--- src/rtl/decode_stage_p.sv ---
// decode_stage_p: WISC instruction decode stage.
//   Decodes the IF/ID instruction and reads an internal register file. The
//   register file has an optional write-through bypass. Branches are resolved
//   in ID and a misprediction produces a registered redirect pulse. Load-use
//   and flag hazards stall the stage. Results go to an ID/EX register that
//   uses a valid/ready handshake.
// Ports:
//   clk, rst_n                      clock, asynchronous active-low reset
//   in_valid/in_ready, inst,        IF/ID handshake, instruction word,
//   pc_next, pred_taken             fall-through PC and fetch prediction
//   flags                           {Z,V,N} from the flag register
//   ex_flag_wr/ex_mem_read/ex_rd    hazard info for the instruction in EX
//   wb_en/wb_rd/wb_data             register-file write port
//   flush                           kill ID instruction and ID/EX contents
//   out_valid/out_ready, out_*      ID/EX register and handshake
//   redirect/redirect_pc            misprediction pulse and correct fetch PC
module decode_stage_p #(
  parameter int DATA_W   = 16,
  parameter int NUM_REGS = 16,
  parameter int BYPASS   = 1
) (
  input  logic              clk,
  input  logic              rst_n,
  input  logic              in_valid,
  output logic              in_ready,
  input  logic [15:0]       inst,
  input  logic [DATA_W-1:0] pc_next,
  input  logic              pred_taken,
  input  logic [2:0]        flags,
  input  logic              ex_flag_wr,
  input  logic              ex_mem_read,
  input  logic [3:0]        ex_rd,
  input  logic              wb_en,
  input  logic [3:0]        wb_rd,
  input  logic [DATA_W-1:0] wb_data,
  input  logic              flush,
  output logic              out_valid,
  input  logic              out_ready,
  output logic [3:0]        out_opcode,
  output logic [3:0]        out_rd,
  output logic [DATA_W-1:0] out_src1,
  output logic [DATA_W-1:0] out_src2,
  output logic [DATA_W-1:0] out_imm,
  output logic [7:0]        out_ctrl,
  output logic              redirect,
  output logic [DATA_W-1:0] redirect_pc
);

  localparam int RI_W = (NUM_REGS > 1) ? $clog2(NUM_REGS) : 1;

  // Branch condition on {Z,V,N}; 3'b111 is unconditional.
  function automatic logic cond_met(input logic [2:0] c, input logic z,
                                    input logic v, input logic n);
    case (c)
      3'b000:  return !z;
      3'b001:  return z;
      3'b010:  return !z && !n;
      3'b011:  return n;
      3'b100:  return z || (!z && !n);
      3'b101:  return n || z;
      3'b110:  return v;
      default: return 1'b1;
    endcase
  endfunction

  // Immediate extension from the low instruction byte.
  function automatic logic [DATA_W-1:0] imm_ext(input logic [3:0] op,
                                                input logic [7:0] f);
    logic signed [DATA_W-1:0] s;
    s = '0;
    case (op)
      4'h8, 4'h9:       s = {{(DATA_W-4){f[3]}}, f[3:0]};
      4'h4, 4'h5, 4'h6: s = {{(DATA_W-4){1'b0}}, f[3:0]};
      4'hA, 4'hB:       s = {{(DATA_W-8){1'b0}}, f};
      default:          s = '0;
    endcase
    return s;
  endfunction

  // Register file
  logic [DATA_W-1:0] rf_q [NUM_REGS];
  logic [DATA_W-1:0] rf_d [NUM_REGS];

  logic [3:0]      opcode;
  logic [2:0]      cond;
  logic [RI_W-1:0] rd_idx, rs_idx, rt_idx, wb_idx, ex_idx;
  logic [DATA_W-1:0] rd_data, rs_data, rt_data;

  assign opcode = inst[15:12];
  assign cond   = inst[11:9];
  assign rd_idx = inst[8 +: RI_W];
  assign rs_idx = inst[4 +: RI_W];
  assign rt_idx = inst[0 +: RI_W];
  assign wb_idx = wb_rd[RI_W-1:0];
  assign ex_idx = ex_rd[RI_W-1:0];

  always_comb begin
    rf_d = rf_q;
    if (wb_en && (wb_idx != '0)) rf_d[wb_idx] = wb_data;
  end

  always_ff @(posedge clk or negedge rst_n) begin
    if (!rst_n) begin
      for (int i = 0; i < NUM_REGS; i++) rf_q[i] <= '0;
    end else begin
      rf_q <= rf_d;
    end
  end

  // Reads: R0 is hard zero; optional same-cycle write-through.
  always_comb begin
    rd_data = '0;
    rs_data = '0;
    rt_data = '0;
    if (rd_idx != '0)
      rd_data = ((BYPASS != 0) && wb_en && (wb_idx == rd_idx)) ? wb_data : rf_q[rd_idx];
    if (rs_idx != '0)
      rs_data = ((BYPASS != 0) && wb_en && (wb_idx == rs_idx)) ? wb_data : rf_q[rs_idx];
    if (rt_idx != '0)
      rt_data = ((BYPASS != 0) && wb_en && (wb_idx == rt_idx)) ? wb_data : rf_q[rt_idx];
  end

  // Control decode
  logic reg_write, mem_en, mem_wr, mem_to_reg, alu_src, z_en, nv_en, hlt;
  logic use_rs, use_rt, use_rd, is_br;

  always_comb begin
    reg_write  = (opcode <= 4'h8) || (opcode == 4'hA) || (opcode == 4'hB) ||
                 (opcode == 4'hE);
    mem_en     = (opcode == 4'h8) || (opcode == 4'h9);
    mem_wr     = (opcode == 4'h9);
    mem_to_reg = (opcode == 4'h8);
    alu_src    = ((opcode >= 4'h4) && (opcode <= 4'h6)) ||
                 ((opcode >= 4'h8) && (opcode <= 4'hB));
    z_en       = (opcode <= 4'h6);
    nv_en      = (opcode <= 4'h1);
    hlt        = (opcode == 4'hF);
    use_rs     = (opcode <= 4'h9) || (opcode == 4'hD);
    use_rt     = (opcode <= 4'h7);
    use_rd     = (opcode >= 4'h9) && (opcode <= 4'hB);
    is_br      = (opcode == 4'hC) || (opcode == 4'hD);
  end

  // Hazards and handshake
  logic load_use, flag_haz, stall, advance, accept;

  assign load_use = ex_mem_read && (ex_idx != '0) &&
                    ((use_rs && (ex_idx == rs_idx)) ||
                     (use_rt && (ex_idx == rt_idx)) ||
                     (use_rd && (ex_idx == rd_idx)));
  assign flag_haz = is_br && (cond != 3'b111) && ex_flag_wr;
  assign stall    = in_valid && (load_use || flag_haz);
  assign advance  = !out_valid || out_ready;
  assign in_ready = advance && !stall && !flush;
  assign accept   = in_valid && in_ready;

  // Branch resolution
  logic signed [DATA_W-1:0] br_off;
  logic [DATA_W-1:0] br_target;
  logic taken;

  assign br_off    = {{(DATA_W-10){inst[8]}}, inst[8:0], 1'b0};
  assign br_target = (opcode == 4'hD) ? rs_data : (pc_next + br_off);
  assign taken     = cond_met(cond, flags[2], flags[1], flags[0]);

  // ID/EX register and redirect
  logic              out_valid_q, out_valid_d;
  logic [3:0]        out_opcode_q, out_opcode_d, out_rd_q, out_rd_d;
  logic [DATA_W-1:0] out_src1_q, out_src1_d, out_src2_q, out_src2_d;
  logic [DATA_W-1:0] out_imm_q, out_imm_d;
  logic [7:0]        out_ctrl_q, out_ctrl_d;
  logic              redirect_q, redirect_d;
  logic [DATA_W-1:0] redirect_pc_q, redirect_pc_d;

  always_comb begin
    out_valid_d   = out_valid_q;
    out_opcode_d  = out_opcode_q;
    out_rd_d      = out_rd_q;
    out_src1_d    = out_src1_q;
    out_src2_d    = out_src2_q;
    out_imm_d     = out_imm_q;
    out_ctrl_d    = out_ctrl_q;
    redirect_d    = 1'b0;
    redirect_pc_d = redirect_pc_q;

    if (flush) begin
      out_valid_d = 1'b0;
    end else if (advance) begin
      // A stall or empty IF/ID loads a bubble; data fields keep old contents.
      out_valid_d = accept;
    end

    if (accept) begin
      out_opcode_d = opcode;
      out_rd_d     = inst[11:8];
      out_src1_d   = ((opcode == 4'hA) || (opcode == 4'hB)) ? rd_data : rs_data;
      out_src2_d   = (opcode == 4'h9) ? rd_data : rt_data;
      out_imm_d    = imm_ext(opcode, inst[7:0]);
      out_ctrl_d   = {reg_write, mem_en, mem_wr, mem_to_reg, alu_src, z_en, nv_en, hlt};
      if (is_br && (taken != pred_taken)) begin
        redirect_d    = 1'b1;
        redirect_pc_d = taken ? br_target : pc_next;
      end
    end
  end

  always_ff @(posedge clk or negedge rst_n) begin
    if (!rst_n) begin
      out_valid_q   <= 1'b0;
      out_opcode_q  <= '0;
      out_rd_q      <= '0;
      out_src1_q    <= '0;
      out_src2_q    <= '0;
      out_imm_q     <= '0;
      out_ctrl_q    <= '0;
      redirect_q    <= 1'b0;
      redirect_pc_q <= '0;
    end else begin
      out_valid_q   <= out_valid_d;
      out_opcode_q  <= out_opcode_d;
      out_rd_q      <= out_rd_d;
      out_src1_q    <= out_src1_d;
      out_src2_q    <= out_src2_d;
      out_imm_q     <= out_imm_d;
      out_ctrl_q    <= out_ctrl_d;
      redirect_q    <= redirect_d;
      redirect_pc_q <= redirect_pc_d;
    end
  end

  assign out_valid   = out_valid_q;
  assign out_opcode  = out_opcode_q;
  assign out_rd      = out_rd_q;
  assign out_src1    = out_src1_q;
  assign out_src2    = out_src2_q;
  assign out_imm     = out_imm_q;
  assign out_ctrl    = out_ctrl_q;
  assign redirect    = redirect_q;
  assign redirect_pc = redirect_pc_q;

endmodule

--- config.mk ---
export PLATFORM = sky130hd
export DESIGN_NAME = decode_stage_p
export DESIGN_NICKNAME = d
export VERILOG_FILES = /design/src/rtl/decode_stage_p.sv
export SDC_FILE = /design/constraint.sdc
export NUM_CORES = 1
export LEC_CHECK = 0
export CORE_MARGIN = 2
export CORE_UTILIZATION = 55
export DETAILED_ROUTE_END_ITERATION = 10
export DONT_BUFFER_PORTS = 1
export GPL_ROUTABILITY_DRIVEN = 0
export GPL_TIMING_DRIVEN = 0
export PLACE_DENSITY = 0.71
export SETUP_SLACK_MARGIN = 0.15
export SKIP_LAST_GASP = 1
export SLEW_MARGIN = 0
export SYNTH_ARGS = -nofsm -noshare
export SYNTH_HDL_FRONTEND = slang
export SYNTH_SLANG_ARGS = --single-unit
--- constraint.sdc ---
create_clock -name clk -period 4.2 [get_ports clk]
set_clock_uncertainty 0.05 [all_clocks]
set_input_delay 1.05 -clock clk [delete_from_list [all_inputs] [get_ports clk]]
set_output_delay 1.05 -clock clk [all_outputs]
set_load 0.02 [all_outputs]
Word level (Yosys, flattened, before mapping)

Index checks and enable logic that the tools add are counted.

Word-level logic and storage cells: 148
Bits in registers: 338
Input bits: 68

Reduce and logical (&&, ||, !) cells: 51
Eq/ne operators: 25
Magnitude comparators: 14
Bitwise gates (word level): 4
Add/subtract/negate cells: 1
Mux-type cells: 28

Operators with widths:

| kind               | count |
|---|---|
| $mux 16            | 17 |
| $bwmux 256         | 1 |
| $bmux 16 s4        | 3 |
| $demux 16 s4       | 1 |
| $pmux 16 s3        | 1 |
| $eq 4x4->1 const B | 8 |
| $eq 4x4->1         | 6 |
| $logic_and 1x1->1  | 21 |
| $ge 5x5->1 const B | 4 |
| $not 4->5          | 4 |
| $reduce_bool 4->1  | 5 |
| $add 16x16->16     | 1 |
| $logic_or 1x1->1   | 14 |
| $eq 4x3->1 const B | 3 |
| $le 4x4->1 const B | 3 |
| $eq 3x3->1 const B | 3 |
| $ge 4x4->1 const B | 2 |
| $le 4x3->1 const B | 2 |
| $pmux 1 s7         | 1 |
| $eq 3x2->1 const B | 2 |
| $logic_not 1->1    | 5 |
| $lt 5x1->1 const B | 1 |
| $ge 4x3->1 const B | 1 |
| $le 4x1->1 const B | 1 |
| 9 further kinds    | 13 |

Logic depth before layout (Yosys ltp)

Depth in word-level cells: 14
Depth in mapped cells: 12

Least setup slack after synthesis

No wires, ideal clock.

Path type: input to register
Start: input port inst[1]
End: register redirect_pc_q[15] (netlist: redirect_pc[15])
Required time: 4,021 ps
Arrival: 3,344 ps
Library setup time: 129 ps
Cell stages on the path: 12
Path slack: 677 ps
Buffers on the path: 3
Cells stage by stage: buf_2 buf_2 buf_1 inv_1 fa_1 nor2b_1 o31ai_1 a21o_1 a22oi_1 xnor2_1 a221oi_1 a21oi_1

Longest elaborated chain between the ends: 12
Elaborated cells on any way between the ends: 15
Those cells by class: add/sub (1); eq/ne (1); mux (2); reduce/logical (11)

Ends and longest elaborated chain:

| item                                                                    | line | source |
|---|---|---|
| from (decl)                                                             | 26   | `input logic [15:0] inst,` |
| parallel branches: the longest is 12 deep, another holds $add 16x16->16 | --   |  |
| to (signal assigned)                                                    | 227  | `redirect_pc_q <= redirect_pc_d;` |
| to (decl)                                                               | 173  | `logic [DATA_W-1:0] redirect_pc_q, redirect_pc_d;` |

Several ways; the timed one is not identified.
A chain may end at the register's enable or synchronous reset.

Final worst setup path

Start: input port inst[6]
End: register out_src2_q[13] (netlist: out_src2[13])

Longest elaborated chain between the ends: 11

Ends and longest elaborated chain:

| item                            | line | source |
|---|---|---|
| $eq 4x4->1                      | 148  | `((use_rs && (ex_idx == rs_idx)) \|\|` |
| $logic_and 1x1->1               | 148  |  |
| $logic_or 1x1->1                | 148  |  |
| $logic_or 1x1->1                | 149  | `(use_rt && (ex_idx == rt_idx)) \|\|` |
| $logic_and 1x1->1               | 147  | `assign load_use = ex_mem_read && (ex_idx != '0) &&` |
| $logic_or 1x1->1                | 152  | `assign stall = in_valid && (load_use \|\| flag_haz);` |
| $logic_and 1x1->1               | 152  |  |
| $logic_not 1->1                 | 154  | `assign in_ready = advance && !stall && !flush;` |
| $logic_and 1x1->1 (2 in series) | 154  |  |
| $logic_and 1x1->1               | 155  | `assign accept = in_valid && in_ready;` |
| to (signal assigned)            | 223  | `out_src2_q <= out_src2_d;` |
| to (decl)                       | 169  | `logic [DATA_W-1:0] out_src1_q, out_src1_d, out_src2_q, out_src2_d;` |

No other way between the ends.

==> reports/summary.log <==
INFO  synthesis      synth.most_common_cell=dfrtp_1
INFO  synthesis      ys_top_cells_by_count=331 x dfrtp_1, 249 x mux2_2, 216 x mux4_2
INFO  job            drv_cap=0
INFO  synthesis      synth_top_cell_area_share=0.4074
INFO  detailed_routing post_drt_wl_per_cell=34.56um
INFO  synthesis      mappedNetlistNets=1,623
INFO  cts            tritoncts_clock_tree=done
INFO  timing         hold_worst_slack=0.1419ns
INFO  timing         fmax=244.9MHz
INFO  floorplanning  die_y=196.3um
INFO  detailed_routing drt-total-wl=71.71mm
INFO  synthesis      synth.lib_cells_used.distinct=69
INFO  final_layout   multiInputGateArea=0.01126sqmm
INFO  critical_path  cell_mode_on_critical_path=clkbuf_1
INFO  detailed_routing routed_via_density=7.550
INFO  final_layout   layout-drive-gt1-share=0.3659
INFO  timing         setup_viols_final=0
INFO  critical_path  reg2reg_slack=0.82ns
INFO  timing         setup_repair_after_global_routing_missed_its_margin=true
INFO  synthesis      synth-seq-cells=331
INFO  critical_path  crit_type=in2reg
INFO  global_route   global_route.overflow_total=0
INFO  hold_path      worstHoldPathType=in2async
INFO  cts            cts.repair_timing.setup_buffer_count=0
INFO  detailed_routing dr_total_vias=15,667
INFO  cts            clock_tree.buffer_depth=3
INFO  final_layout   syn_to_final_growth=9.359%
INFO  final_layout   post-route-util=0.6088
INFO  synthesis      count_of_flip_flops_with_a_built_in_enable_after_synthesis=0
INFO  critical_path  worst_r2r_endpoint=out_src2[13]
INFO  synthesis      synth_largest_area_cell=dfrtp_1
INFO  power_and_ir_drop powerDensity=492.2mW/mm^2
INFO  synthesis      synthesis.area=0.02033sqmm
INFO  global_route   overall_track_demand_over_capacity_in_global_routing=0.3776
INFO  timing         fin_crit=4.083ns
INFO  detailed_routing dr.pass1.iters=6
INFO  global_route   grt_max_degree=332
INFO  placed_design  detailed_place_hpwl=47.69mm
INFO  power_and_ir_drop p_total=10.95mW
INFO  final_layout   finish.instance_area=0.02224sqmm
INFO  final_layout   layout.area.seq=0.008283sqmm
INFO  floorplanning  dieWidth=196.3um
INFO  synthesis      async_reset_ff_frac=1.000
INFO  synthesis      ys_dominant_reg_cell=dfrtp_1
INFO  final_layout   finish.cell_count_without_fillers=2,075
INFO  power_and_ir_drop leakage=9.163nW
INFO  floorplanning  core_region_area=0.03652sqmm
INFO  critical_path  endpoint_kind=flip-flop
INFO  final_layout   layout.filler_cells=2,798
INFO  global_route   grt_first_pass_wirelength=103.7mm
INFO  critical_path  critical_path_arrival=4.46ns
INFO  global_route   via_count_of_the_first_global_routing_pass=15,490
INFO  placed_design  placement.setup.worst_slack=-0.4787ns
INFO  detailed_routing drtAntennaViolNets=0
INFO  critical_path  cp_data_required_time=4.57ns
INFO  floorplanning  die_area=0.03852sqmm
INFO  power_and_ir_drop vdd_ir_drop_max=255.1uV
INFO  critical_path  cp_max_fo=10
INFO  synthesis      syn-instance-count=1,540
INFO  synthesis      synthesis.area_per_instance=13.20squm
INFO  critical_path  timing.critical_path.max_delay_family=buffers and inverters
INFO  synthesis      synth.yosys.seq_area_share=0.4074
INFO  placed_design  post-place-cells=2,009
INFO  timing         min_period_over_period=0.9720
INFO  cts            clkLatencyLatePin=0.55ns
INFO  placed_design  post_dp_cell_area=0.02094sqmm
INFO  global_route   antenna_found_initial=1
INFO  timing         timing_max_transition_violations_final=0
INFO  critical_path  worstPathBufferInverterCount=3
INFO  critical_path  worstSetupStartpoint=inst[6]
INFO  cts            ctsHtreeMaxLevel=2
INFO  timing         worst_slew_margin_rel=0.04742
INFO  placed_design  numPortBuffers=0
INFO  critical_path  timing.critical_path.from_type=input pin
INFO  cts            cts-buffers-inserted=38
INFO  critical_path  path_depth=10
INFO  final_layout   finalNetCount=1,665
INFO  outcome        run_status=finished, final reports clean
INFO  floorplanning  initial_utilization=0.5567
INFO  critical_path  regToRegStartpoint=out_valid
INFO  synthesis      post_synth_main_area_contributors=dfrtp_1 41%, mux4_2 24%, mux2_2 14%
INFO  floorplanning  rows=70
INFO  critical_path  critical_path.endpoint=out_src2[13]
INFO  timing         timing_worst_slew_pin_value=1.429ns
INFO  critical_path  cpMaxStageDelayCell=clkbuf_1
INFO  synthesis      synthesis.yosys.warnings=0
INFO  detailed_routing detail_route.iter0.violations=1,904
INFO  cts            clock_sink_count=331
INFO  timing         finalHoldViolCount=0
INFO  floorplanning  pin_count=151
INFO  detailed_routing final_routed_drc_violation_total=0
INFO  critical_path  worst_reg2reg_path_depth=8
INFO  critical_path  worstPathCellList=buf_2 > xor2_1 > nor4_1 > o2bb2ai_1 > a211o_1 > or2_1 > clkbuf_1 > clkbuf_1 > o21ai_0 > a221o_1
INFO  critical_path  max_stage_delay=0.95ns
INFO  timing         worst_slack=0.1174ns
INFO  cts            cts.reportedPaths.clkPinSlew=0.06ns
INFO  final_layout   antenna_cells=0
INFO  timing         final.setup.tns=0ns
INFO  cts            root_buffer=clkbuf_16
==> power breakdown <==
| part | switching, mW | total, mW | internal [mW] |
|---|---|---|---|
| Clock | 1.40 | 3.47 | 2.07 |
| Combinational | 1.12 | 2.67 | 1.55 |
| Sequential | 0.902 | 4.80 | 3.90 |
==> worst min-delay path by stage <==
stage	from	endpoint	slack (ns)	depth (start not counted)
CTS	rst_n	redirect_pc[13]	0.13	0
detailed placement	rf_q[249]	rf_q[249]	0.44	1
global route	rst_n	redirect_pc[11]	0.13	0
global placement	rf_q[255]	rf_q[255]	0.42	1
finish	rst_n	redirect_pc[13]	0.14	0
floorplan	rf_q[240]	rf_q[240]	0.41	1
==> state kept, by name (all words and copies together) (netlist names) <==
name	cells
rf_q	256
out_src1	16
out_rd	4
out_src2	16
out_ctrl	8
redirect	1
out_valid	1
redirect_pc	16
out_imm	9
out_opcode	4
==> cell families after synthesis <==
group                      after synthesis  share of synthesized area
buffers and inverters                  188                    0.03963
adders and majority gates               15                   0.009600
xor gates and xnor gates                33                    0.01421
DFF                                    331                     0.4074
and+or+nand+nor                        230                    0.05298
AOI/OAI and AO/OA                      242                    0.08135
muxes                                  501                     0.3949
==> layout make-up <==
cell class / count / share of cell area
buffer: 179 / 0.03483
sequential: 331 / 0.3725
clock inverter: 9 / 0.006021
multi-input combinational: 1021 / 0.5064
clock buffer: 56 / 0.05137
inverter: 9 / 0.001576
timing repair buffer: 2 / 0.001013
tap: 468 / 0.02633
==> metal layers <==
| layer | global-route usage | wire length, um |
|---|---|---|
| met5 | 0 | 0 |
| met4 | 0.2365 | 5179 |
| met3 | 0.1570 | 11140 |
| met2 | 0.5578 | 31170 |
| met1 | 0.4619 | 24220 |
==> worst register-to-register path, cell delays in order, from the launching register on <==
cell and delay, ns:
dfrtp_1 0.46, nand2b_1 0.13, nand3b_1 0.10, a211o_1 0.31
or2_1 0.24, clkbuf_1 0.44, clkbuf_1 0.96, o21ai_0 0.25
a221o_1 0.31
==> cells in the final DEF (no fill, tap or decap), drive strengths merged, types with 6 or more instances in the layout <==
cell	synthesis	routed
a22oi	39	39
clkbuf	111	168
mux2	249	249
xor2	18	18
nor2b	11	11
o31ai	7	7
a22o	8	8
o21ai	71	71
nand3b	11	11
a21oi	33	33
buf	68	69
a221o	10	10
mux2i	36	36
o22a	6	6
nor3	15	15
a21o	8	8
a221oi	7	7
nand3	13	13
mux4	216	216
nand2b	9	9
nand2	111	111
nor2	34	34
o21a	7	7
o22ai	6	6
xnor2	15	15
and2	6	6
dfrtp	331	331
inv	8	10
ha	14	14
==> what timing repair did <==
action                     in CTS  in global routing
cloned                          0                  0
hold buffers                    0                  0
resized for setup               1                  6
setup endpoints to repair       1                  4
(Power assumes the default switching activity.)
